==> config.mk <==
export PLATFORM = sky130hd
export DESIGN_NAME = instr_fetch_unit
export DESIGN_NICKNAME = d
export VERILOG_FILES = /design/src/rtl/instr_fetch_unit.sv
export SDC_FILE = /design/constraint.sdc
export NUM_CORES = 1
export LEC_CHECK = 0
export CAP_MARGIN = 30
export CORE_MARGIN = 2
export CORE_UTILIZATION = 40
export CTS_CLUSTER_SIZE = 25
export DETAILED_ROUTE_END_ITERATION = 10
export SLEW_MARGIN = 20
export SYNTH_ARGS = -nofsm -noshare
export SYNTH_HDL_FRONTEND = slang
export SYNTH_SLANG_ARGS = --single-unit
==> constraint.sdc <==
create_clock -name clk -period 2.74 [get_ports clk]
set_input_delay 0.548 -clock clk [delete_from_list [all_inputs] [get_ports clk]]
set_output_delay 0.548 -clock clk [all_outputs]
set_load 0.005 [all_outputs]
==> src/rtl/instr_fetch_unit.sv <==
// Program-sequencing stage: small loadable instruction memory that streams words
// to the core over a valid/ready handshake, resolving JMP and HALT locally.
module instr_fetch_unit #(
   parameter int unsigned DEPTH = 16,
   parameter int unsigned AW    = 4
) (
   input  logic          clk,
   input  logic          rst,
   input  logic          load_en,
   input  logic [AW-1:0] load_addr,
   input  logic [7:0]    load_data,
   input  logic          start,
   input  logic          instr_ready,
   output logic [7:0]    instr,
   output logic          instr_valid,
   output logic [AW-1:0] pc,
   output logic          busy,
   output logic          halted,
   output logic [7:0]    instr_count
);

   localparam logic [7:0]    HALT_WORD = 8'h0F;
   localparam logic [3:0]    JMP_OP    = 4'hF;
   localparam logic [AW-1:0] PC_LAST   = AW'(DEPTH - 1);

   typedef enum logic [1:0] {IDLE, RUN, HALT} state_t;

   state_t     state;
   logic [7:0] mem [DEPTH];

   logic [7:0] word_c;
   logic       advance_c;
   logic       xfer_c;
   logic       is_halt_c;
   logic       is_jmp_c;

   assign word_c    = mem[pc];
   assign advance_c = !instr_valid || instr_ready;
   assign xfer_c    = instr_valid && instr_ready;
   assign is_halt_c = (word_c == HALT_WORD);
   assign is_jmp_c  = (word_c[7:4] == JMP_OP);

   // Program memory has no reset so a loaded program survives rst.
   always_ff @(posedge clk) begin
      if (load_en && (state != RUN)) begin
         mem[load_addr] <= load_data;
      end
   end

   always_ff @(posedge clk) begin
      if (rst) begin
         state       <= IDLE;
         instr       <= 8'h00;
         instr_valid <= 1'b0;
         pc          <= '0;
         busy        <= 1'b0;
         halted      <= 1'b0;
         instr_count <= 8'h00;
      end else begin
         case (state)
            IDLE, HALT: begin
               if (start) begin
                  state       <= RUN;
                  pc          <= '0;
                  instr_count <= 8'h00;
                  instr       <= 8'h00;
                  instr_valid <= 1'b0;
                  busy        <= 1'b1;
                  halted      <= 1'b0;
               end
            end
            RUN: begin
               if (xfer_c && (instr_count != 8'hFF)) begin
                  instr_count <= instr_count + 8'd1;
               end
               // The slot is refilled whenever it is empty or being consumed.
               if (advance_c) begin
                  if (is_halt_c) begin
                     state       <= HALT;
                     instr       <= 8'h00;
                     instr_valid <= 1'b0;
                     busy        <= 1'b0;
                     halted      <= 1'b1;
                  end else if (is_jmp_c) begin
                     pc          <= word_c[AW-1:0];
                     instr       <= 8'h00;
                     instr_valid <= 1'b0;
                  end else begin
                     instr       <= word_c;
                     instr_valid <= 1'b1;
                     pc          <= (pc == PC_LAST) ? '0 : pc + AW'(1);
                  end
               end
            end
            default: begin
               state <= IDLE;
            end
         endcase
      end
   end

endmodule

==> impl_metrics.yaml <==
run_status:
  status: "finished, final reports clean"
timing:
  maxSlewHeadroom_pct: 47.21
  timing.final.ws_setup_ns: 0.01041
  post-route-min-period_ns: 2.730
  fin_hold_ws_ns: 0.4504
  finalHoldViolCount: 0
  setup_viol: 0
  worst_pin_slew_ns: 0.7890
  slew_viol_final: 0
  clock_skew_ns: 0.01356
  finalCritPeriodShare_pct: 99.62
  max_freq_mhz: 366.4
  rsz0062_at_grt: "yes"
cells_and_area:
  area_delta_synth_final_pct: 28.63
  regArea_um2: 4425
  fin_nets: 493
  drive_above_1_share_pct: 28.54
  final_cell_mix: "edfxtp_1, buf_4, clkdlybuf4s50_1, nor2_1, mux4_2"
  final_common_cell: "edfxtp_1"
  fillCellCount: 1212
  antennaDiodeCount: 0
  fin_cells: 675
  multi_input_area_um2: 1815
global_route:
  busiest_layer: "met2"
  grt_use_met1_pct: 22.84
  grt_pass1_wl_mm: 21.11
  use_met2_pct: 29.23
  grt_use_total_pct: 17.69
  grt_pass1_vias: 3717
  grt_max_degree: 26
  antenna_found_initial: 0
  met3_usage_pct: 4.948
  grt_overflow: 0
clock_tree:
  clk_pin_slew_ns: 0.06
  worstSkewPairLatency_ns: 0.42
  clockBufferDepth: 2
  cts_inserted_buffers: 17
  cts_max_level: 4
  clock-sinks: 157
  root_buffer: "clkbuf_16"
  cts-hold-fix-buffers: 0
  cts_tree: "yes"
setup_path:
  worstRegToRegCells: 10
  cp-endpoint: "instr[3]$_SDFFE_PP0P_"
  reg2reg_slack_ns: 0.01
  crit_path_max_fanout: 8
  critPathKind: "reg -> reg"
  worstPathRequired_ns: 3.09
  cp.arrival_ns: 3.08
  r2r-end: "instr[3]$_SDFFE_PP0P_"
  end_kind: "flop"
  start_kind: "flop"
detailed_routing:
  drt-total-wl_mm: 13.55
  drt_iter0_drc: 293
  vias: 3682
  avgRoutedWirePerCell_um: 20.08
  final_antenna_net_count: 0
  dr.pass1.iters: 5
  vias_per_cell: 5.455
  drc: 0
pwr:
  p_leak_nw: 2.715
  vdd_ir_drop_max_v: 0.0006535
  power_w: 0.005296
  powerDensity_nw_per_um2: 661.0
placed_design:
  dp_hpwl_mm: 9.251
  gp_congestion: 0.7913
  portBuffers: 39
  place_ws_ns: -0.1559
  dpl.cell_count: 634
die:
  coreArea_um2: 15200
  initial_core_util_pct: 40.97
  die_w_um: 128.8
  die_y_um: 128.8
  ioPinCount: 40
  num_rows: 45
  dieArea_um2: 16590
worst_hold_path:
  hold_path_class: "reg -> reg"
  hold_path_depth: 2
logic_synthesis:
  synth-edff-count: 128
  ys_seq_elements: 157
  avgSynthCellArea_um2: 16.88
  synth.area.top_cells: "edfxtp_1, mux4_2, dfxtp_1"
  yosysSeqAreaShare_pct: 71.03
  ys_warn_count: 0
  synth_area_um2: 6228
  yosysTopAreaCellShare_pct: 61.71
  synth_flop_cell: "edfxtp_1"
  ys_types: 40
  synth_top_area_cell: "edfxtp_1"
  async_reset_ff_share_pct: 0
  synth.net_count: 388
  synthCells: 369
run:
  max_cap_violations: 0
[metrics by stage]
step	utilization, %	TNS [ns]	area, um^2
finish	52.70	0	8011
global route	52.70	-0.8528	8011
CTS	52.35	-0.005235	7958
detailed placement	47.41	-1.860	7207
global placement	47.41	-0.3175	7207
floorplan	-	0	6228
[worst max-delay path, stage by stage, from the launching register on]
cell and delay [ns]:
dfxtp_2 0.35, buf_12 0.13, buf_8 0.12, mux4_2 0.50, mux4_2 0.51, nor4b_4 0.15, and4_4 0.21, buf_12 0.13
nor4b_4 0.23, buf_4 0.19, a22o_1 0.14
[worst min path at each step]
stage | start | end | slack, ns
after floorplan | halted$_SDFFE_PP0P_ | halted$_SDFFE_PP0P_ | 0.44
after global placement | halted$_SDFFE_PP0P_ | halted$_SDFFE_PP0P_ | 0.44
after detailed placement | halted$_SDFFE_PP0P_ | halted$_SDFFE_PP0P_ | 0.45
after CTS | halted$_SDFFE_PP0P_ | halted$_SDFFE_PP0P_ | 0.46
after global routing | halted$_SDFFE_PP0P_ | halted$_SDFFE_PP0P_ | 0.48
final | halted$_SDFFE_PP0P_ | halted$_SDFFE_PP0P_ | 0.45
[layer usage]
metal  up-vias  share of wire (%)
met5         -                  0
met1      1859                 43
met4         0                1.2
met3        11                5.7
met2       113                 50
li1       1699                  -
[sequential cells by signal (all words and copies together), names as in the netlist, named ones only]
name / count
halted: 1
pc: 4
instr_valid: 1
busy: 1
state: 2
mem: 128
instr: 8
instr_count: 8
[where the power goes]
| part | leakage, nW | switching, W | internal [W] |
|---|---|---|---|
| clock network | 0.282 | 0.000884 | 0.00146 |
| logic | 1.04 | 0.000165 | 0.000158 |
| registers | 1.39 | 0.0000157 | 0.00261 |
[logic make-up (layout without fill, tap and decap cells)]
kind of cell             after synthesis  in the layout  synth area share, %
AO/OA/AOI/OAI                         50             50                6.127
flip-flops                           157            157                71.03
buffers and inverters                 18            136                1.667
multiplexers                          41             41                12.43
XOR/XNOR                               4              4               0.5624
adder cells (fa/ha/maj)                2              2               0.4017
AND/OR/NAND/NOR                       97             97                7.774
[final cells by class]
| class | instances | share of cell area (%) |
|---|---|---|
| Timing Repair Buffer | 100 | 11.56 |
| Sequential cell | 157 | 55.24 |
| Inverter | 4 | 0.1874 |
| Clock inverter | 9 | 1.702 |
| Clock buffer | 23 | 5.716 |
| Tap cell | 188 | 2.936 |
| Multi-Input combinational cell | 194 | 22.66 |
[cells in the mapped netlist, drive strengths merged, types with 6 or more instances]
cell type / n
a221o: 6
a221oi: 6
a22o: 9
a22oi: 9
buf: 8
clkbuf: 6
dfxtp: 29
edfxtp: 128
mux2i: 11
mux4: 29
nand2: 17
nand3: 7
nor2: 37
nor2b: 8
o21ai: 7
[what timing repair did]
item                                    CTS  global route
setup buffers                             9             0
hold endpoints to repair                  0             0
resized for setup                        18            10
pin swaps                                 6            13
endpoints found under the setup margin   21            21
No activity file was read; power rests on OpenSTA's default activity.
==> RTL edit (same flow settings) <==
Re-encode `state_t` (3 states) as one-hot, 3 bits wide.
--- a/src/rtl/instr_fetch_unit.sv
+++ b/src/rtl/instr_fetch_unit.sv
@@ -25,3 +25,3 @@
 
-   typedef enum logic [1:0] {IDLE, RUN, HALT} state_t;
+   typedef enum logic [2:0] {IDLE = 3'b001, RUN = 3'b010, HALT = 3'b100} state_t;
 
Check against the original RTL: no difference found for any inputs over 4 cycles, from zero or initial values and one cycle with rst high; so few cycles prove little.
==> RTL edit against the original RTL <==
- non-clock buffer count down 8
- via count up 3.7%
- sequential cell count up 1
- routed wire length up 6.0%
- total power down 5.8%
- area after synthesis up 2.3%
- cell area up 0.86%
- worst setup slack about the same
==> RTL edit: results (changes against the original RTL) <==
logic_synthesis:
  yosysSeqAreaShare_pct: 69.8  # was 71.0%
  synth_commonest_cells: "128 x edfxtp_1, 30 x dfxtp_1, 30 x nor2_1, 26 x mux4_2, 16 x mux2i_1"  # was 128 x edfxtp_1, 37 x nor2_1, 29 x dfxtp_1, 29 x mux4_2, 17 x nand2_1
  syn_nets: 405  # was 388
  synth.area.top_cells: "edfxtp_1 60%, dfxtp_1 9.4%, mux4_2 9.2%"  # was edfxtp_1 62%, mux4_2 10%, dfxtp_1 9.3%
  synth_edf_count: 128  # unchanged
  ys_types: 56  # was 40
  synthArstFlopShare_pct: 0  # unchanged
  yosysWarnings: 0  # unchanged
worst_setup_path:
  crit_family: "multiplexers"  # unchanged
  cpPeakStageDelay_ns: 0.53  # was 0.51 ns
  critPathMaxFanout: 7  # was 8
  crit_arrival_ns: 3.03  # was 3.08 ns
  slowest_stage: "mux4_2"  # unchanged
clock_tree:
  numCtsBuffers: 17  # unchanged
  path_clk_slew_ns: 0.07
  htreeDepth: 4  # unchanged
  worstSkewPairLatency_ns: 0.44  # was 0.42 ns
  cts-root-buf: "clkbuf_16"  # unchanged
  clk_path_buf_depth: 2  # unchanged
run_status:
  outcome: "finished, final reports clean"  # unchanged
worst_hold_path:
  hp-class: "reg2reg"  # unchanged
final_layout:
  n_antenna_cell: 0  # unchanged
  final_nets: 505  # was 493
  largestRegisters: "mem (128), instr (8), instr_count (8)"  # unchanged
  drive_gt1_share_pct: 27.5  # was 28.5%
placed_design:
  placed_cell_area_um2: 7320  # was 7210 µm²
  hpwl_um: 9450  # was 9250 µm
  gp_congestion: 0.793  # was 0.791
  port-buffer-count: 39  # unchanged
power:
  p_leak_nw: 2.64  # was 2.71 nW
  vdd_drop_max_v: 0.000424  # was 0.000654 V
grt:
  grt_max_degree: 24  # was 26
  grt_pass1_wl_um: 21700  # was 21100 µm
  antenna_found_initial: 0  # unchanged
  first_global_vias: 3738  # was 3717
  track_usage_pct: 18.2  # was 17.7%
drt:
  wl_um: 14400  # was 13600 µm
  dr_total_vias: 3820  # was 3682
  dr.pass1.iters: 4  # was 5
  drt_iter0_drc: 358  # was 293
sta:
  finalClockSkew_ns: 0.00806  # was 0.0136 ns
  worst_pin_slew_ns: 0.576  # was 0.789 ns
RTL edit: metal layers:
metal | vias up | track usage [%] | wire, µm
li1 | 1760 | - | -
met1 | 1938 | 25.0 | 6400
met2 | 105 | 27.7 | 6860
met3 | 17 | 5.00 | 868
met4 | 0 | 6.89 | 241
met5 | - | 0 | 0
RTL edit: cell type report:
class                           instances  area (µm²)
Sequential cell                       158        4450
Timing Repair Buffer                   92         858
Multi-Input combinational cell        212        1940
Fill cell                            1264        7630
Clock inverter                         15         116
Clock buffer                           17         425
Tap cell                              216         270
Inverter                                5        18.8
RTL edit: cell families after synthesis:
| family | after synthesis | share of synthesized area (%) |
|---|---|---|
| simple gates | 94 | 7.72 |
| buf+inv | 16 | 1.37 |
| xor+xnor | 7 | 0.962 |
| flops | 158 | 69.8 |
| compound gates | 66 | 7.91 |
| mux | 43 | 11.9 |
| fa+ha+maj | 2 | 0.393 |
RTL edit: where the power goes:
part	leakage, nW	internal, mW	switching, mW	total [mW]
registers	1.40	2.62	0.0112	2.63
logic	0.991	0.0862	0.120	0.206
clock network	0.254	1.17	0.982	2.15
RTL edit: final timing paths:
check | start | end | slack (ns) | depth (start not counted)
setup / recovery | flop | flop | 0.01 | 9
hold / removal | halted$_SDFFE_PP0P_ | halted$_SDFFE_PP0P_ | 0.47 | 2
hold reg to reg | halted$_SDFFE_PP0P_ | halted$_SDFFE_PP0P_ | 0.47 | 2
setup reg to reg | flop | flop | 0.01 | 9
RTL edit: timing repair:
| item | in CTS | in global routing |
|---|---|---|
| hold buffers | 0 | 0 |
| setup endpoints to repair | 21 | 20 |
| buffers inserted | 5 | 4 |
| gates resized for setup | 8 | 17 |
| gates cloned | 0 | 1 |
| pin swaps | 2 | 6 |
RTL edit: through the flow:
step	instances	setup TNS, ns	worst slack, ns
finish	715	0	0.0105
global route	715	-0.141	-0.0757
CTS	710	0	0.00487
detailed placement	673	-3.66	-0.285
global placement	673	-2.31	-0.215
floorplan	386	0	0.178
RTL edit: worst min-delay path: stages (launching register included):
cell	delay, ns
dfxtp_1	0.32
nand2_1	0.06
a21oi_1	0.05
